<file path="src/rtl/linebuf_pixgen_pkg.sv">
// linebuf_pixgen_pkg: shared FSM encoding, pixel-per-word helpers and RGB channel layout
package linebuf_pixgen_pkg;
  typedef enum logic [1:0] {IDLE, PF0, PF1, ACTIVE} state_t;
  localparam int RGB_N = 3;
  localparam int R_IDX = 2;
  localparam int G_IDX = 1;
  localparam int B_IDX = 0;
  function automatic int pix_per_word(input int word_w, input int bpp);
    return word_w / bpp;
  endfunction
  function automatic int cnt_w(input int n);
    return n > 1 ? $clog2(n) : 1;
  endfunction
endpackage

</file>
<file path="src/rtl/linebuf_pixgen_palette.sv">
// pixgen_palette: 2^BPP x RGB register file, sync write (clk/rst/wr/wr_idx/wr_data), async read (rd_idx -> rd_data)
module pixgen_palette
  import linebuf_pixgen_pkg::*;
#(
  parameter int BPP = 2,
  parameter int COLOR_W = 4
) (
  input  logic                       clk,
  input  logic                       rst,
  input  logic                       wr,
  input  logic [BPP-1:0]             wr_idx,
  input  logic [RGB_N*COLOR_W-1:0]   wr_data,
  input  logic [BPP-1:0]             rd_idx,
  output logic [RGB_N*COLOR_W-1:0]   rd_data
);
  localparam int N = 1 << BPP;
  logic [RGB_N*COLOR_W-1:0] mem [N];
  always_ff @(posedge clk) begin
    if (rst) begin
      for (int i = 0; i < N; i++) mem[i] <= i == N - 1 ? '1 : '0;
    end else if (wr) begin
      mem[wr_idx] <= wr_data;
    end
  end
  assign rd_data = mem[rd_idx];
endmodule

</file>
<file path="src/rtl/linebuf_pixgen.sv">
// linebuf_pixgen: line-buffer prefetch + MSB-first BPP serialiser + palette lookup driving registered red/green/blue, rd_en/rd_addr to the BRAM, sticky underrun
module linebuf_pixgen
  import linebuf_pixgen_pkg::*;
#(
  parameter int WORD_W = 16,
  parameter int BPP = 2,
  parameter int ADDR_W = 8,
  parameter int COLOR_W = 4
) (
  input  logic                      clk,
  input  logic                      rst,
  input  logic                      pix_en,
  input  logic                      hvis,
  input  logic                      line_start,
  output logic                      rd_en,
  output logic [ADDR_W-1:0]         rd_addr,
  input  logic [WORD_W-1:0]         rd_data,
  input  logic                      pal_wr,
  input  logic [BPP-1:0]            pal_idx,
  input  logic [RGB_N*COLOR_W-1:0]  pal_data,
  input  logic [RGB_N*COLOR_W-1:0]  border,
  output logic [COLOR_W-1:0]        red,
  output logic [COLOR_W-1:0]        green,
  output logic [COLOR_W-1:0]        blue,
  output logic                      underrun
);
  localparam int PPW = pix_per_word(WORD_W, BPP);
  localparam int CW = cnt_w(PPW);
  localparam int CLR_W = RGB_N * COLOR_W;
  state_t state;
  logic [WORD_W-1:0] shift_reg, next_word;
  logic [CW-1:0] pix_cnt;
  logic [1:0] nw_pipe;
  logic [CLR_W-1:0] pal_q, col;
  logic ready, vis_pix, adv, word_end;
  assign ready = state == ACTIVE || (state == PF1 && nw_pipe[1]);
  assign vis_pix = pix_en && hvis;
  assign adv = vis_pix && ready;
  assign word_end = adv && pix_cnt == CW'(PPW - 1);
  assign col = !hvis ? '0 : ready ? pal_q : border;
  pixgen_palette #(.BPP(BPP), .COLOR_W(COLOR_W)) u_pal (
    .clk(clk),
    .rst(rst),
    .wr(pal_wr),
    .wr_idx(pal_idx),
    .wr_data(pal_data),
    .rd_idx(shift_reg[WORD_W-1 -: BPP]),
    .rd_data(pal_q)
  );
  always_ff @(posedge clk) begin
    if (rst) begin
      state <= IDLE;
      rd_en <= 1'b0;
      rd_addr <= '0;
      underrun <= 1'b0;
      red <= '0;
      green <= '0;
      blue <= '0;
      shift_reg <= '0;
      next_word <= '0;
      pix_cnt <= '0;
      nw_pipe <= '0;
    end else begin
      nw_pipe <= line_start ? 2'b00 : {nw_pipe[0], state == PF0 || word_end};
      if (nw_pipe[1]) next_word <= rd_data;
      if (pix_en) begin
        red <= col[R_IDX*COLOR_W +: COLOR_W];
        green <= col[G_IDX*COLOR_W +: COLOR_W];
        blue <= col[B_IDX*COLOR_W +: COLOR_W];
      end
      if (vis_pix && !ready) underrun <= 1'b1;
      if (adv) begin
        shift_reg <= word_end ? (nw_pipe[1] ? rd_data : next_word) : shift_reg << BPP;
        pix_cnt <= word_end ? '0 : pix_cnt + 1'b1;
      end
      if (word_end) rd_addr <= rd_addr + 1'b1;
      if (line_start) begin
        state <= PF0;
        rd_addr <= '0;
        rd_en <= 1'b1;
        underrun <= 1'b0;
        pix_cnt <= '0;
      end else begin
        unique case (state)
          IDLE: ;
          PF0: begin
            rd_addr <= ADDR_W'(1);
            state <= PF1;
          end
          PF1: begin
            if (nw_pipe[1]) state <= ACTIVE;
            else shift_reg <= rd_data;
          end
          ACTIVE: begin
            if (pix_en && !hvis) begin
              state <= IDLE;
              rd_en <= 1'b0;
            end
          end
        endcase
      end
    end
  end
endmodule
</file>
<file path="config.mk">
export PLATFORM = sky130hd
export DESIGN_NAME = linebuf_pixgen
export DESIGN_NICKNAME = d
export VERILOG_FILES = /design/src/rtl/linebuf_pixgen_pkg.sv /design/src/rtl/linebuf_pixgen_palette.sv /design/src/rtl/linebuf_pixgen.sv
export SDC_FILE = /design/constraint.sdc
export NUM_CORES = 1
export LEC_CHECK = 0
export BUFFER_PORTS_ARGS = -buffer_cell sky130_fd_sc_hd__buf_2
export CAP_MARGIN = 20
export CELL_PAD_IN_SITES_DETAIL_PLACEMENT = 1
export CELL_PAD_IN_SITES_GLOBAL_PLACEMENT = 1
export CORE_UTILIZATION = 49
export DETAILED_ROUTE_END_ITERATION = 10
export PLACE_DENSITY = 0.89
export SYNTH_ARGS = -nofsm -noshare
export SYNTH_HDL_FRONTEND = slang
export SYNTH_HIERARCHICAL = 1
export SYNTH_SLANG_ARGS = --single-unit
</file>
<file path="constraint.sdc">
create_clock -name clk -period 2.4 [get_ports clk]
set_input_delay 0.48 -clock clk [delete_from_list [all_inputs] [get_ports clk]]
set_output_delay 0.48 -clock clk [all_outputs]
set_load 0.05 [all_outputs]
</file>
Word-level counts from Yosys, hierarchy flattened. Memories as Yosys holds them, arrays and structs flattened. A register that Yosys moved wholly into a read port is not among the register bits. Cells that the tools add are included.

Bits in registers: 61. RAM bits: 48. Input bits: 48. Output and inout port bits: 22. Word-level logic and storage cells: 72. Memories: 1.

Memory list: u_pal.mem (words 4, width 12, read ports 1, clocked after Yosys merged registers in 1, wr ports 4, line linebuf_pixgen_palette.sv:17) `logic [RGB_N*COLOR_W-1:0] mem [N];`.

Add/subtract/negate cells: 2. Eq/ne operators: 8. Mux-type cells: 27. Reductions and logical operators: 21.

Operators by type and width (count): $mux 16 (6); $mux 12 (3); $mux 1 (12); $reduce_or 12->1 (1); $add 8x1->8 const B (1); $mux 2 (4); $logic_and 1x1->1 (6); $pmux 2 s3 (1); $reduce_and 3->1 (2); $reduce_bool 2->1 (3); $eq 2x2->1 const B (2); $reduce_bool 4->1 (1); $add 3x1->3 const B (1); $eq 3x3->1 const B (1); $mux 3 (1); $ne 3x2->1 const B (1); $ne 3x3->1 const B (1); $reduce_bool 3->1 (1); $reduce_or 3->1 (1); $eq 2x1->1 const B (1); $logic_not 1->1 (2); $logic_or 1x1->1 (2); $ne 2x1->1 const B (1); $ne 2x2->1 const B (1); 2 further kinds (2).

Longest topological paths before layout. Gate-level depths: netlist of the first run.

Depth after elaboration: 11. Gate-level depth with buffers: 7. Depth with buffers taken out: 5.

Modules after synthesis. The synthesis of the first run kept the hierarchy.

By module, submodules not included: linebuf_pixgen (times used 1, cells each 306, area an instance 2864.0 µm²); pixgen_palette (times used 1, cells each 125, area an instance 2167.1 µm²).

Least setup slack after synthesis of the first run. No wires, ideal clock.

Path kind: register -> register. From: reg rd_addr[0]. To: reg rd_addr[4]. Library setup time: 76 ps. Data arrival time: 1599 ps. Required time: 2324 ps. Path slack: 725 ps. Cell stages (with the launch flop): 5. Path buffers: 0. Period minus slack after synthesis: 1675 ps. Path through: dfxtp_1 ha_1 nand2_1 or4_1 a21boi_0.

Longest elaborated chain between the ends: 1.

RTL lines: start, declared (line linebuf_pixgen.sv:16) `output logic [ADDR_W-1:0] rd_addr,`; start signal, assigned (line linebuf_pixgen.sv:76) `if (word_end) rd_addr <= rd_addr + 1'b1;`; $add 8x1->8 (line linebuf_pixgen.sv:76).

Every way passes these cells. A chain may end at the register's enable or synchronous reset.

Worst setup path after layout of the first run.
From: reg state[0]. To: reg red[3].

Longest elaborated chain between the ends: 5. Elaborated cells on any way between the ends: 6. Those cells by class: eq/ne: 2; mux: 2; reduce/logical: 2.

RTL lines: start, declared (line linebuf_pixgen.sv:30) `state_t state;`; start signal, assigned (line linebuf_pixgen.sv:52) `state <= IDLE;`; start signal, assigned (line linebuf_pixgen.sv:78) `state <= PF0;`; start signal, assigned (line linebuf_pixgen.sv:88) `state <= PF1;`; $eq 2x2->1 (line linebuf_pixgen.sv:36) `assign ready = state == ACTIVE || (state == PF1 && nw_pipe[1]);`; $logic_and 1x1->1 (line linebuf_pixgen.sv:36); $logic_or 1x1->1 * (line linebuf_pixgen.sv:36); $mux 12 * (2 in a row) (line linebuf_pixgen.sv:40) `assign col = !hvis ? '0 : ready ? pal_q : border;`; end signal, assigned (line linebuf_pixgen.sv:67) `red <= col[R_IDX*COLOR_W +: COLOR_W];`; end, declared (line linebuf_pixgen.sv:22) `output logic [COLOR_W-1:0] red,`.

Every way passes the cells marked *; elsewhere a longest branch is shown, timed or not.

==> reports/metrics.csv, run 1 <==
metric,value,unit
outcome,"finished, final reports clean",
Area Growth Syn to Fin,12.61,%
flop2flop setup slack,0.20,ns
GRT Overall Usage,0.2650,
hold path depth,2,
Synth Net Count,487,
"Max stage delay cell, worst path",sky130_fd_sc_hd__nor3_1,
worst voltage drop across the vdd grid,0.0003724,V
endpoint of the worst register-to-register path,red[3],
number of synthesized flops with an enable pin,48,
average vias per placed instance,5.898,
startpoint type of the worst setup path,flop,
Crit Reg-Reg Startpoint,state[0],
initial antenna violation count,0,
final routed DRC violation total,0,
"Non-Filler Cell Area, Final",0.005665,mm²
final number of setup-violating endpoints,0,
summed instance area of the synthesized netlist,0.005031,mm²
Num CTS Buffers,9,
sequential-to-total area share from yosys stat,0.5292,
Mean Syn Cell Area,11.67,µm²
number of levels the H-tree was split into,3,
weighted congestion at the end of routability-driven global placement,0.8013,
sum of negative setup slack,0,ns
post-synthesis cell type count,49,
Iter 0 DRT Violations,190,
worst path buffer plus inverter count,2,
area share of the leading cell type in the synthesized netlist,0.2865,
Wirelength per Cell,20.93,µm
number of max-capacitance violations reported,0,
Boundary Pins,70,
total core area,0.009864,mm²
Area contributors post-synth,"sky130_fd_sc_hd__edfxtp_1 (29%), sky130_fd_sc_hd__dfxtp_1 (24%), sky130_fd_sc_hd__and2_1 (5.6%), sky130_fd_sc_hd__mux4_2 (5.4%), sky130_fd_sc_hd__mux2i_1 (3.4%)",
total inserted antenna cells,0,
Mapped Cells,431,
Top delay family on crit path,simple AND/OR/NAND/NOR gates,
"Endpoint, Worst Hold",blue[2],
via count of the first global-routing pass,3962,
number of standard-cell rows in the floorplan,36,
number of setup buffers added after CTS,0,
fraction of final layout cells with drive strength greater than 1,0.2475,
clock transition at the registers of the reported paths,0.11,ns
worst path arrival time,2.53,ns
source-to-sink clock delay at the later pin of the worst-skew pair,0.38,ns
max_slew headroom,0.4663,
Final Slew Violations,0,
count of antenna-violating nets left after detailed routing,0,
"Largest stage delay, worst path",0.65,ns
type of the most critical hold path,input port to flop,
post-synthesis sequential element count,109,
Hold Startpoint,border[2],
Reg2Reg Depth,6,
pin count of the biggest net entering global routing,48,
Critical Path Sink Type,flop,
ys flop type,sky130_fd_sc_hd__dfxtp_1,
CP Class,flop to flop,
time the worst path needs with I/O delays and setup,2.205,ns
DIE HEIGHT,103.3,µm
global-route layer with the greatest usage,met2,
total routed wirelength,13.19,mm
CTS-repair resized insts,0,
final HPWL from detailed placement,9.319,mm
biggest fanout along the worst timing path,7,
die area,0.01068,mm²
number of synthesis warnings,6,
Global Route met1 Usage,0.3047,
async set or reset register ratio after synthesis,0,
worst-case clock skew,0.009724,ns
Port Buf Inserts,69,
Clk Tree Root Cell,sky130_fd_sc_hd__clkbuf_8,
TritonCTS clock tree,built,
cell area after placement,0.005461,mm²
number of nets in the finished design,548,
final cycle utilization of the critical path,0.9187,
required time at the endpoint of the critical path,2.73,ns
Slew @ Worst Pin,0.7945,ns
"Hold-fix buffers, CTS",0,
chain of cells forming the critical path,"inv_1, ha_1, a21o_1, nor3_1, buf_2, a221o_1",
number of sinks driven by the clock tree,109,
number of vias after detailed routing,3716,
final hold violations,0,
starting density of the core,0.5100,
RSZ-0062 raised after global routing,false,
Filler cells,1077,
fin util,0.5743,
met3 demand-to-capacity share in global routing,0.04637,
Chip Width,103.3,µm
met2 capacity usage during global routing,0.4800,
global-route wire length before repair,20.80,mm
leakage power,2.074,nW
max frequency,453.5,MHz
global route overflow,0,
PD cells,638.0,mW/mm²
library cell with the largest summed area after synthesis,sky130_fd_sc_hd__edfxtp_1,
number of flip-flops in the largest register,48,
Longest Clk Path Bufs,2,
number of optimization iterations in the first detailed-route pass,4,
-- logic make-up after synthesis --
family | Yosys count | synth area share
multiplexers | 31 | 0.09202
buffers and inverters | 39 | 0.04128
AND/OR/NAND/NOR | 142 | 0.1649
AO/OA/AOI/OAI | 102 | 0.1527
adder cells (fa/ha/maj) | 8 | 0.01990
flip-flops | 109 | 0.5292
-- layout by cell type, fill, tap and decap left out, types with 5 or more instances in the layout --
cell type	n
sky130_fd_sc_hd__edfxtp_1	48
sky130_fd_sc_hd__mux4_2	12
sky130_fd_sc_hd__mux2i_1	17
sky130_fd_sc_hd__o21bai_1	16
sky130_fd_sc_hd__and2_1	45
sky130_fd_sc_hd__ha_1	8
sky130_fd_sc_hd__o21ai_0	20
sky130_fd_sc_hd__a31oi_1	15
sky130_fd_sc_hd__a21oi_1	7
sky130_fd_sc_hd__inv_1	6
sky130_fd_sc_hd__nand3_1	7
sky130_fd_sc_hd__a2111o_1	14
sky130_fd_sc_hd__dfxtp_1	61
sky130_fd_sc_hd__buf_2	71
sky130_fd_sc_hd__nor2_1	36
sky130_fd_sc_hd__clkbuf_8	9
sky130_fd_sc_hd__nand2_1	5
sky130_fd_sc_hd__nand2b_1	17
sky130_fd_sc_hd__buf_4	12
sky130_fd_sc_hd__a221o_1	12
-- synthesized netlist by cell type (12+ instances only) --
| cell type | n |
|---|---|
| sky130_fd_sc_hd__o21ai_0 | 20 |
| sky130_fd_sc_hd__a221o_1 | 12 |
| sky130_fd_sc_hd__edfxtp_1 | 48 |
| sky130_fd_sc_hd__a2111o_1 | 14 |
| sky130_fd_sc_hd__mux2i_1 | 17 |
| sky130_fd_sc_hd__dfxtp_1 | 61 |
| sky130_fd_sc_hd__nand2b_1 | 17 |
| sky130_fd_sc_hd__nor2_1 | 36 |
| sky130_fd_sc_hd__o21bai_1 | 16 |
| sky130_fd_sc_hd__and2_1 | 45 |
| sky130_fd_sc_hd__clkbuf_1 | 18 |
| sky130_fd_sc_hd__a31oi_1 | 15 |
| sky130_fd_sc_hd__mux4_2 | 12 |
-- cell type report --
class | instances | area (µm²) | area share
Multi-Input combinational cell | 283 | 2165 | 0.3821
Sequential cell | 109 | 2663 | 0.4700
Clock inverter | 7 | 80.08 | 0.01413
Clock buffer | 9 | 123.9 | 0.02186
Timing Repair Buffer | 83 | 445.4 | 0.07862
Inverter | 6 | 22.52 | 0.003975
Tap cell | 133 | 166.4 | 0.02937
-- metal layers --
layer	wire length, µm	share of wire	vias to the layer above
li1	-	-	1727
met1	5259	0.40	1870
met2	7070	0.54	84
met3	401	0.030	35
met4	457	0.035	0
met5	0	0	-
-- through the flow --
stage | power (W) | setup slack, ns | instances | hold slack, ns
floorplan | 0.002320 | 0.7254 | 431 | 0.3936
global placement | 0.002443 | 0.2312 | 612 | 0.3992
detailed placement | 0.002480 | 0.2613 | 614 | 0.4346
CTS | 0.003632 | 0.2222 | 630 | 0.3139
global route | 0.003729 | 0.02816 | 630 | 0.3185
finish | 0.003615 | 0.1951 | 630 | 0.3222
-- worst max path at each step --
stage / startpoint / end / depth (start not counted)
finish: state[0] / red[3] / 6
global route: state[0] / red[3] / 6
CTS: state[0] / red[3] / 6
detailed placement: state[0] / red[3] / 6
global placement: state[0] / green[2] / 5
floorplan: rd_addr[0] / rd_addr[4] / 4
-- worst reg2reg max path, stage by stage (launching register included) --
cell	delay, ns
sky130_fd_sc_hd__dfxtp_1	0.42
sky130_fd_sc_hd__inv_1	0.11
sky130_fd_sc_hd__ha_1	0.28
sky130_fd_sc_hd__a21o_1	0.21
sky130_fd_sc_hd__nor3_1	0.65
sky130_fd_sc_hd__buf_2	0.31
sky130_fd_sc_hd__a221o_1	0.18
-- power by group --
part / internal, W / switching, W
clock: 0.000500 / 0.000675
combinational: 0.000141 / 0.000225
sequential: 0.00203 / 0.0000448
total: 0.00267 / 0.000945
Power figures use the tool's default switching activity.
==> inputs of run 2 (changes only) <==
--- a/config.mk
+++ b/config.mk
@@ -11,7 +11,8 @@
 export CELL_PAD_IN_SITES_GLOBAL_PLACEMENT = 1
 export CORE_UTILIZATION = 49
 export DETAILED_ROUTE_END_ITERATION = 10
-export PLACE_DENSITY = 0.89
+export PLACE_DENSITY = 0.84
+export SLEW_MARGIN = 20
 export SYNTH_ARGS = -nofsm -noshare
 export SYNTH_HDL_FRONTEND = slang
 export SYNTH_HIERARCHICAL = 1
==> reports/metrics.csv, run 2 (synthesis gave the netlist of run 1 again) <==
metric,value,unit,change
pin count of the biggest net entering global routing,35,,-27%
global-route wire length before repair,19.29,mm,-7.2%
Critical Path Sink Type,flop,,
DIE HEIGHT,103.3,µm,unchanged
cell area after placement,0.005459,mm²,about the same
timing startpoint of the critical path,pix_cnt[1],,
global route overflow,0,,unchanged
starting density of the core,0.5100,,unchanged
via count of the first global-routing pass,3808,,-3.9%
outcome,"finished, final reports clean",,
Boundary Pins,70,,unchanged
initial antenna violation count,0,,unchanged
final cycle utilization of the critical path,0.7931,,-0.1256
number of levels the H-tree was split into,3,,unchanged
average vias per placed instance,5.854,,-0.76%
Seq pwr share,0.574,,about the same
Iter 0 DRT Violations,129,,-32%
Reg2Reg Depth,6,,unchanged
CP Class,flop to flop,,
number of flip-flops in the largest register,48,,unchanged
final hold violations,0,,unchanged
final number of setup-violating endpoints,0,,unchanged
internal power,0.002670,W,about the same
type of the most critical hold path,input port to flop,,
max frequency,525.3,MHz,+16%
number of max-capacitance violations reported,0,,unchanged
Logic pwr share,0.101,,about the same
time the worst path needs with I/O delays and setup,1.904,ns,-0.3014 ns
"sum of internal, switching and leakage power",0.003601,W,-0.38%
worst-case clock skew,0.01515,ns,+0.005422 ns
die area,0.01068,mm²,unchanged
Longest Clk Path Bufs,2,,unchanged
number of sinks driven by the clock tree,109,,unchanged
worst path arrival time,2.19,ns,-0.34 ns
power share of the clock group,0.325,,about the same
final HPWL from detailed placement,8.016,mm,-14%
biggest fanout along the worst timing path,14,,+7
Slew @ Worst Pin,0.6497,ns,-0.1448 ns
PD cells,635.9,mW/mm²,-0.33%
total core area,0.009864,mm²,unchanged
Wirelength per Cell,19.52,µm,-6.8%
Num CTS Buffers,9,,unchanged
CTS-repair resized insts,0,,unchanged
Final Slew Violations,0,,unchanged
Crit Reg-Reg Startpoint,pix_cnt[1],,
CP Capture Point,shift_reg[15],,
Post-Place Setup Slack,0.5737,ns,+0.3124 ns
setup ws final,0.4965,ns,+0.3014 ns
switching component of the power,0.0009314,W,-1.4%
Area Growth Syn to Fin,12.56,%,about the same
Cell Count Post-Placement,613,,-0.16%
weighted congestion at the end of routability-driven global placement,0.7384,,-7.8%
final routed DRC violation total,0,,unchanged
worst voltage drop across the vdd grid,0.0003452,V,-7.3%
GRT Overall Usage,0.2421,,-0.02287
TritonCTS clock tree,built,,
source-to-sink clock delay at the later pin of the worst-skew pair,0.38,ns,about the same
number of nets in the finished design,547,,-0.18%
startpoint type of the worst setup path,flop,,
sum of negative setup slack,0,ns,unchanged
total routed wirelength,12.28,mm,-6.9%
most used cells in the layout excluding fill and tap cells,"sky130_fd_sc_hd__buf_2 (69), sky130_fd_sc_hd__dfxtp_1 (61), sky130_fd_sc_hd__edfxtp_1 (48)",,
total inserted antenna cells,0,,unchanged
count of antenna-violating nets left after detailed routing,0,,unchanged
number of setup buffers added after CTS,0,,unchanged
fraction of final layout cells with drive strength greater than 1,0.2440,,-0.003533
"Hold-fix buffers, CTS",0,,unchanged
"Non-Filler Cell Area, Final",0.005663,mm²,about the same
clock transition at the registers of the reported paths,0.11,ns,about the same
flop2flop setup slack,0.50,ns,+0.30 ns
leakage power,2.069,nW,-0.23%
max_slew headroom,0.5663,,+0.1000
number of standard-cell rows in the floorplan,36,,unchanged
Clk Tree Root Cell,sky130_fd_sc_hd__clkbuf_8,,
most common library cell in the layout ignoring fill and taps,sky130_fd_sc_hd__buf_2,,
Port Buf Inserts,69,,unchanged
Sw Share,0.2586,,-0.002776
endpoint of the worst register-to-register path,shift_reg[15],,
number of optimization iterations in the first detailed-route pass,4,,unchanged
Chip Width,103.3,µm,unchanged
RSZ-0062 raised after global routing,false,,
number of vias after detailed routing,3682,,-0.91%
non-filler cells in the finished layout,629,,-0.16%
required time at the endpoint of the critical path,2.69,ns,-0.04 ns
==> run 2: stage by stage <==
stage	util	hold slack, ns
floorplan	-	0.3936
global placement	0.5534	0.3982
detailed placement	0.5534	0.4106
CTS	0.5741	0.3197
global route	0.5741	0.3146
finish	0.5741	0.3286
==> run 2: worst min-delay path by stage <==
stage                     from    endpoint  cells past startpoint
floorplan           nw_pipe[0]  nw_pipe[1]                      2
global placement    nw_pipe[0]  nw_pipe[1]                      2
detailed placement  nw_pipe[0]  nw_pipe[1]                      2
CTS                  border[5]    green[1]                      2
global route         border[5]    green[1]                      2
finish               border[5]    green[1]                      2
==> run 2: critical path, stage by stage (launching register included) <==
cell and delay (ns):
sky130_fd_sc_hd__dfxtp_1 0.37, sky130_fd_sc_hd__ha_1 0.16, sky130_fd_sc_hd__ha_1 0.33, sky130_fd_sc_hd__buf_4 0.27, sky130_fd_sc_hd__nor2_1 0.06, sky130_fd_sc_hd__a2111o_1 0.41
sky130_fd_sc_hd__a31oi_1 0.22
==> run 2: area by class of cell <==
type	count	area (µm²)
clock inverter	7	80.08
sequential	109	2663
inverter	6	22.52
clock buffer	9	123.9
timing repair buffer	82	442.9
multi-input combinational	283	2165
fill	1066	4202
tap	133	166.4
==> run 2: metal layers <==
layer	vias to the layer above	wire length [µm]	global-route usage
met3	18	500	0.04973
li1	1735	-	-
met5	-	0	0
met4	0	205	0.07692
met1	1828	5362	0.3060
met2	101	6209	0.4174
==> run 2: power by group through the flow <==
stage               Clock, W  Sequential, W  Combinational (W)
global placement           0        0.00210           0.000342
CTS                  0.00119        0.00207           0.000363
detailed placement         0        0.00211           0.000359
finish               0.00117        0.00207           0.000362
global route         0.00126        0.00208           0.000393
floorplan                  0        0.00213           0.000189
